### config.mk
export PLATFORM = sky130hd
export DESIGN_NAME = hazard3_div_seq
export DESIGN_NICKNAME = d
export VERILOG_FILES = /design/src/rtl/hazard3_div_seq.sv
export SDC_FILE = /design/constraint.sdc
export NUM_CORES = 1
export LEC_CHECK = 0
export CAP_MARGIN = 20
export CORE_UTILIZATION = 63
export DETAILED_ROUTE_END_ITERATION = 16
export PLACE_DENSITY = 0.95
export SETUP_SLACK_MARGIN = 0.4
export SLEW_MARGIN = 20
export SYNTH_ARGS = -nofsm -noshare
export SYNTH_HDL_FRONTEND = slang
export SYNTH_SLANG_ARGS = --single-unit
### constraint.sdc
create_clock -name clk -period 7.7 [get_ports clk]
set_input_delay 1.155 -clock clk [delete_from_list [all_inputs] [get_ports clk]]
set_output_delay 1.155 -clock clk [all_outputs]
set_load 0.02 [all_outputs]
### src/rtl/hazard3_div_seq.sv
// -----------------------------------------------------------------------------
// hazard3_div_seq
//
// Sequential radix-2 restoring divider for the RV32M DIV/DIVU/REM/REMU ops.
// Each accepted request runs XLEN iteration cycles (RUN) and then one
// finishing cycle (DONE). The finishing cycle applies the sign fix-up and
// registers the result. result_vld pulses for one cycle and result then holds.
//
// Optional feature: define HAZARD3_DIV_EARLY_OUT_EN to skip the iterations
// for divide-by-zero and signed overflow. These cases then go straight from
// IDLE to DONE. Without the macro they take the full iteration path. The
// iteration path gives the same values for these cases.
//
// Ports:
//   clk        - clock, all state updates on the rising edge
//   rst        - synchronous active-high reset
//   op         - operation (funct3): 100 DIV, 101 DIVU, 110 REM, 111 REMU
//   op_vld     - request strobe for op/op_a/op_b
//   op_rdy     - high when a request will be accepted (IDLE only)
//   op_kill    - aborts an in-flight operation / blocks acceptance
//   op_a       - dividend
//   op_b       - divisor
//   result     - quotient or remainder, holds outside result_vld
//   result_vld - single-cycle result strobe
// -----------------------------------------------------------------------------
module hazard3_div_seq #(
  parameter int XLEN    = 32,
  parameter int W_MULOP = 3
) (
  input  logic               clk,
  input  logic               rst,
  input  logic [W_MULOP-1:0] op,
  input  logic               op_vld,
  output logic               op_rdy,
  input  logic               op_kill,
  input  logic [XLEN-1:0]    op_a,
  input  logic [XLEN-1:0]    op_b,
  output logic [XLEN-1:0]    result,
  output logic               result_vld
);

  localparam int W_CTR = (XLEN > 1) ? $clog2(XLEN) : 1;
  localparam logic [W_CTR-1:0] CTR_INIT = W_CTR'(XLEN - 1);
  localparam logic [W_CTR-1:0] CTR_ZERO = {W_CTR{1'b0}};

  typedef enum logic [1:0] {
    S_IDLE = 2'd0,
    S_RUN  = 2'd1,
    S_DONE = 2'd2
  } state_t;

  state_t            state_r;
  state_t            state_nxt_s;
  logic              op_rdy_r;
  logic              result_vld_r;
  logic [XLEN-1:0]   result_r;

  // Iteration datapath state
  logic [XLEN-1:0]   quot_r;     // dividend shifts out of the top, quotient bits shift in
  logic [XLEN-1:0]   rem_r;      // partial remainder
  logic [XLEN-1:0]   dvs_r;      // divisor magnitude
  logic [W_CTR-1:0]  ctr_r;
  logic              rem_sel_r;  // 1: return remainder, 0: quotient
  logic              neg_q_r;
  logic              neg_r_r;

  logic              accept_s;
  logic              early_s;
  logic              op_signed_s;
  logic              a_neg_s;
  logic              b_neg_s;
  logic              b_nonzero_s;
  logic [XLEN-1:0]   a_mag_s;
  logic [XLEN-1:0]   b_mag_s;
  logic [XLEN:0]     sh_s;
  logic              borrow_s;
  logic [XLEN-1:0]   rem_nxt_s;
  logic [XLEN-1:0]   q_fix_s;
  logic [XLEN-1:0]   r_fix_s;
  logic              finish_s;

  assign accept_s    = op_vld & (state_r == S_IDLE) & ~op_kill & op[2];
  assign op_signed_s = ~op[0];
  assign a_neg_s     = op_signed_s & op_a[XLEN-1];
  assign b_neg_s     = op_signed_s & op_b[XLEN-1];
  assign b_nonzero_s = |op_b;
  assign a_mag_s     = a_neg_s ? (-op_a) : op_a;
  assign b_mag_s     = b_neg_s ? (-op_b) : op_b;

`ifdef HAZARD3_DIV_EARLY_OUT_EN
  logic ovf_s;
  assign ovf_s   = op_signed_s & (op_a == {1'b1, {(XLEN-1){1'b0}}}) & (op_b == {XLEN{1'b1}});
  assign early_s = ~b_nonzero_s | ovf_s;
`else
  assign early_s = 1'b0;
`endif

  // One restoring step: the trial subtraction only commits when it does not
  // borrow. The committed difference is always below the divisor, so the
  // XLEN-bit subtraction is exact.
  assign sh_s      = {rem_r, quot_r[XLEN-1]};
  assign borrow_s  = sh_s < {1'b0, dvs_r};
  assign rem_nxt_s = borrow_s ? sh_s[XLEN-1:0] : (sh_s[XLEN-1:0] - dvs_r);

  assign q_fix_s  = neg_q_r ? (-quot_r) : quot_r;
  assign r_fix_s  = neg_r_r ? (-rem_r) : rem_r;
  assign finish_s = (state_r == S_DONE) & ~op_kill;

  // Next-state logic
  always_comb begin
    state_nxt_s = state_r;
    case (state_r)
      S_IDLE: begin
        if (accept_s) begin
          state_nxt_s = early_s ? S_DONE : S_RUN;
        end else begin
          state_nxt_s = S_IDLE;
        end
      end
      S_RUN: begin
        if (op_kill) begin
          state_nxt_s = S_IDLE;
        end else if (ctr_r == CTR_ZERO) begin
          state_nxt_s = S_DONE;
        end else begin
          state_nxt_s = S_RUN;
        end
      end
      S_DONE:  state_nxt_s = S_IDLE;
      default: state_nxt_s = S_IDLE;
    endcase
  end

  // State register and registered handshake/result outputs
  always_ff @(posedge clk) begin
    if (rst) begin
      state_r      <= S_IDLE;
      op_rdy_r     <= 1'b1;
      result_vld_r <= 1'b0;
      result_r     <= {XLEN{1'b0}};
    end else begin
      state_r      <= state_nxt_s;
      op_rdy_r     <= (state_nxt_s == S_IDLE);
      result_vld_r <= finish_s;
      if (finish_s) begin
        result_r <= rem_sel_r ? r_fix_s : q_fix_s;
      end
    end
  end

  // Operand capture on accept, then one division step per RUN cycle
  always_ff @(posedge clk) begin
    if (rst) begin
      quot_r    <= {XLEN{1'b0}};
      rem_r     <= {XLEN{1'b0}};
      dvs_r     <= {XLEN{1'b0}};
      ctr_r     <= CTR_ZERO;
      rem_sel_r <= 1'b0;
      neg_q_r   <= 1'b0;
      neg_r_r   <= 1'b0;
    end else if (accept_s) begin
      dvs_r     <= b_mag_s;
      ctr_r     <= CTR_INIT;
      rem_sel_r <= op[1];
      // A zero divisor keeps the quotient at all-ones, with no negation
      neg_q_r   <= (a_neg_s ^ b_neg_s) & b_nonzero_s;
      neg_r_r   <= a_neg_s;
`ifdef HAZARD3_DIV_EARLY_OUT_EN
      if (!b_nonzero_s) begin
        quot_r <= {XLEN{1'b1}};
        rem_r  <= a_mag_s;
      end else if (early_s) begin
        // Signed overflow: the magnitude 2^(XLEN-1) negates to itself
        quot_r <= {1'b1, {(XLEN-1){1'b0}}};
        rem_r  <= {XLEN{1'b0}};
      end else begin
        quot_r <= a_mag_s;
        rem_r  <= {XLEN{1'b0}};
      end
`else
      quot_r    <= a_mag_s;
      rem_r     <= {XLEN{1'b0}};
`endif
    end else if (state_r == S_RUN) begin
      quot_r <= {quot_r[XLEN-2:0], ~borrow_s};
      rem_r  <= rem_nxt_s;
      ctr_r  <= ctr_r - W_CTR'(1);
    end
  end

  assign op_rdy     = op_rdy_r;
  assign result_vld = result_vld_r;
  assign result     = result_r;

endmodule
==> impl_metrics.toml <==
[finish]
layoutNonFillerInstCount = 1581
final_nets = 1467
insertedDiodeCount = 0
fin_area_um2 = 11600
final_layout_size_suffix_gt1_share_pct = 4.23
areaGrowthSynthToFinish_pct = 17.4
fill_cells = 1021

[sta]
fin_crit_sh_pct = 51.7
setup_tns_ns = 0
rsz0062_at_grt = "false"
fmax_ghz = 0.251
post-route-min-period_ns = 3.98
hold_viol = 0
finClkSkew_ns = 0.00908
tightest_slew_ns = 1.09
slew_viol_final = 0
relSlewSlack_pct = 26.9
setup_violations = 0

[clocking]
cts_made_buffers = 17
clock_latency_ns = 0.44
htree_levels = 4
ctsResizeCount = 0
clk_pin_slew_ns = 0.06
cts_setup_buffers = 0
clkSinkCount = 140
clock-root-buffer = "clkbuf_16"
clock_path_buffers = 2
holdBufCountCts = 0
cts_tree = "yes"

[die]
die_y_um = 127
rows = 45
pin_count = 105
die_x_um = 127
core-area_um2 = 15300
initial_core_util_pct = 64.9
die_area_um2 = 16200

[yosys]
synth_seq_cells = 140
syn_area_um2 = 9900
synth-compound-area-share_pct = 26.3
ys_warn_count = 0
yosysUniqueCellTypes = 61
synth-async-reset-ratio_pct = 0
syn_nets = 1415
syn_area_per_cell_um2 = 7.58
synth-simple-area-share_pct = 19.6
yosysTopAreaCell = "dfxtp_1"
synthCells = 1306
synth_mux_area_share_pct = 2.73
synthFlopType = "dfxtp_1"
synth_top_family_by_area = "compound AO/OA/AOI/OAI gates"
synth-xor-area-share_pct = 13.0
synth-edff-count = 0
synth.top_cell.area_share_pct = 28.3
netlist_top_cells_area = "dfxtp_1 28%, xnor2_1 7.1%, a21oi_1 6.1%, xor2_1 5.9%, nand2_1 5.5%"
synthAdderAreaFrac_pct = 4.88
seq_area_frac_synth_pct = 28.3

[setup_path]
crit_path_top_delay_cell = "or4_1"
cp_top_family = "simple AND/OR/NAND/NOR gates"
cp_data_required_time_ns = 8.04
worstSetupPathType = "input port to flip-flop"
crit_chain = "clkdlybuf4s50_1 > or4_1 > nor4_1 > nand2_1 > or3_1 > nor4_2 > a21oi_1 > xnor2_1 > a211oi_1"
path_buf_inv = 1
critPathCaptureType = "flip-flop"
arrival_ns = 4.32
cp-start-kind = "input port"
cp_max_fo = 5
slowest_delay_ns = 0.56

[placement]
io_buffers = 104
dp.cells = 1550
placed_area_um2 = 11000
finalWeightedCongestion = 0.900
place_hpwl_mm = 18.9

[power]
power_density_nw_per_um2 = 196
ir_drop_mv = 0.194
leakage_nw = 4.31

[grt]
grt_pass1_wl_mm = 43.6
grt_max_degree = 94
grt_usage_pct = 33.4
antenna_found_initial = 0
grt_pass1_vias = 9436
grt-ovfl-total = 0

[detailed_routing]
post_drt_wl_per_cell_um = 17.2
drc = 0
drtAntennaViolNets = 0
drtIter0Drc = 1051
num_vias = 10200
firstDrtPassIters = 5
vias_per_cell = 6.44
wl_mm = 27.2

[run_status]
status = "finished clean"

[job]
maxCapViolCount = 0

[min_path]
hp-class = "flip-flop to flip-flop"
cell families (layout without fill, tap and decap cells):
kind of cell	after synthesis	in the layout
and+or+nand+nor	419	419
DFF	140	140
AOI/OAI and AO/OA	400	400
xor gates and xnor gates	147	147
adders and majority gates	38	38
muxes	27	27
buffers and inverters	135	199
cell type report:
cell class / instances / area [um^2] / area share [%]
timing repair buffer: 112 / 1100 / 9.43
sequential: 140 / 2800 / 24.1
inverter: 56 / 210 / 1.81
clock buffer: 21 / 480 / 4.14
multi-input combinational: 1031 / 6600 / 56.8
clock inverter: 10 / 163 / 1.40
tap: 211 / 264 / 2.27
power breakdown:
group / total (mW) / internal [mW] / leakage (nW) / switching, mW
sequential: 0.790 / 0.752 / 1.14 / 0.0378
combinational: 0.580 / 0.245 / 2.86 / 0.335
clock: 0.906 / 0.574 / 0.311 / 0.332
registers in the layout (all words and copies together), names as in the netlist:
name and flops:
neg_q_r 1, op_rdy 1, dvs_r 32, quot_r 32, result_vld 1, state_r 2, result 32, rem_sel_r 1
neg_r_r 1, ctr_r 5, rem_r 32
worst register-to-register path, cell delays in order (launching register included):
cell	delay, ns
dfxtp_1	0.49
inv_1	0.08
ha_1	0.22
nor2b_1	0.19
o2111ai_1	0.16
a21oi_1	0.34
a2111o_1	0.30
a21oi_1	0.14
nor2_1	0.31
a31o_2	0.84
mux2i_1	0.18
a211oi_1	0.31
cells in the mapped netlist (all sizes together), types with 15 or more instances:
library cell / n
nor2: 131
xor2: 67
xnor2: 80
nand3: 28
ha: 37
a311oi: 25
mux2i: 27
o21ai: 84
a21oi: 120
nor4: 16
a21o: 20
clkbuf: 71
inv: 56
nand2: 145
o41ai: 15
a211oi: 46
dfxtp: 140
o31ai: 28
nor3: 23
cells in the final DEF (no fill, tap or decap), drive strengths merged, types with 10 or more instances in the layout:
cell / Yosys / routed
a211oi: 46 / 46
a21o: 20 / 20
a21oi: 120 / 120
a22o: 10 / 10
a311oi: 25 / 25
clkbuf: 71 / 21
clkdlybuf4s50: 0 / 103
dfxtp: 140 / 140
ha: 37 / 37
inv: 56 / 56
mux2i: 27 / 27
nand2: 145 / 145
nand2b: 10 / 10
nand3: 28 / 28
nand4: 12 / 12
nor2: 131 / 131
nor3: 23 / 23
nor4: 16 / 16
o21ai: 84 / 84
o31ai: 28 / 28
o41ai: 15 / 15
or3: 12 / 12
or4: 12 / 12
xnor2: 80 / 80
xor2: 67 / 67
metal layers:
metal	share of wire, %	up-vias	global-route usage (%)	routed length, um
met2	50	477	57.9	13500
li1	-	4812	-	-
met3	6.8	101	6.91	1840
met1	40	4790	39.2	10900
met4	3.6	0	16.4	985
met5	0	-	0	0
metrics by stage:
stage                     total power [mW]  utilization, %  setup WS [ns]  hold slack [ns]
final                                 2.28            76.1           3.72            0.454
after global routing                  2.36            76.1           3.47            0.488
after CTS                             2.26            76.1           3.76            0.453
after detailed placement              1.36            71.9           3.31            0.446
after global placement                1.35            71.9           3.53            0.440
after floorplan                       1.21               -           4.33            0.432
path summary, 6_finish.rpt:
path	startpoint	to	slack, ns	cells past startpoint
min	result[6]	result[6]	0.45	2
min reg2reg	result[6]	result[6]	0.45	2
max reg2reg	quot_r[31]	rem_r[27]	4.03	11
max	op_b[6]	dvs_r[28]	3.72	9
Note: power is estimated with default switching activity, not from simulation.
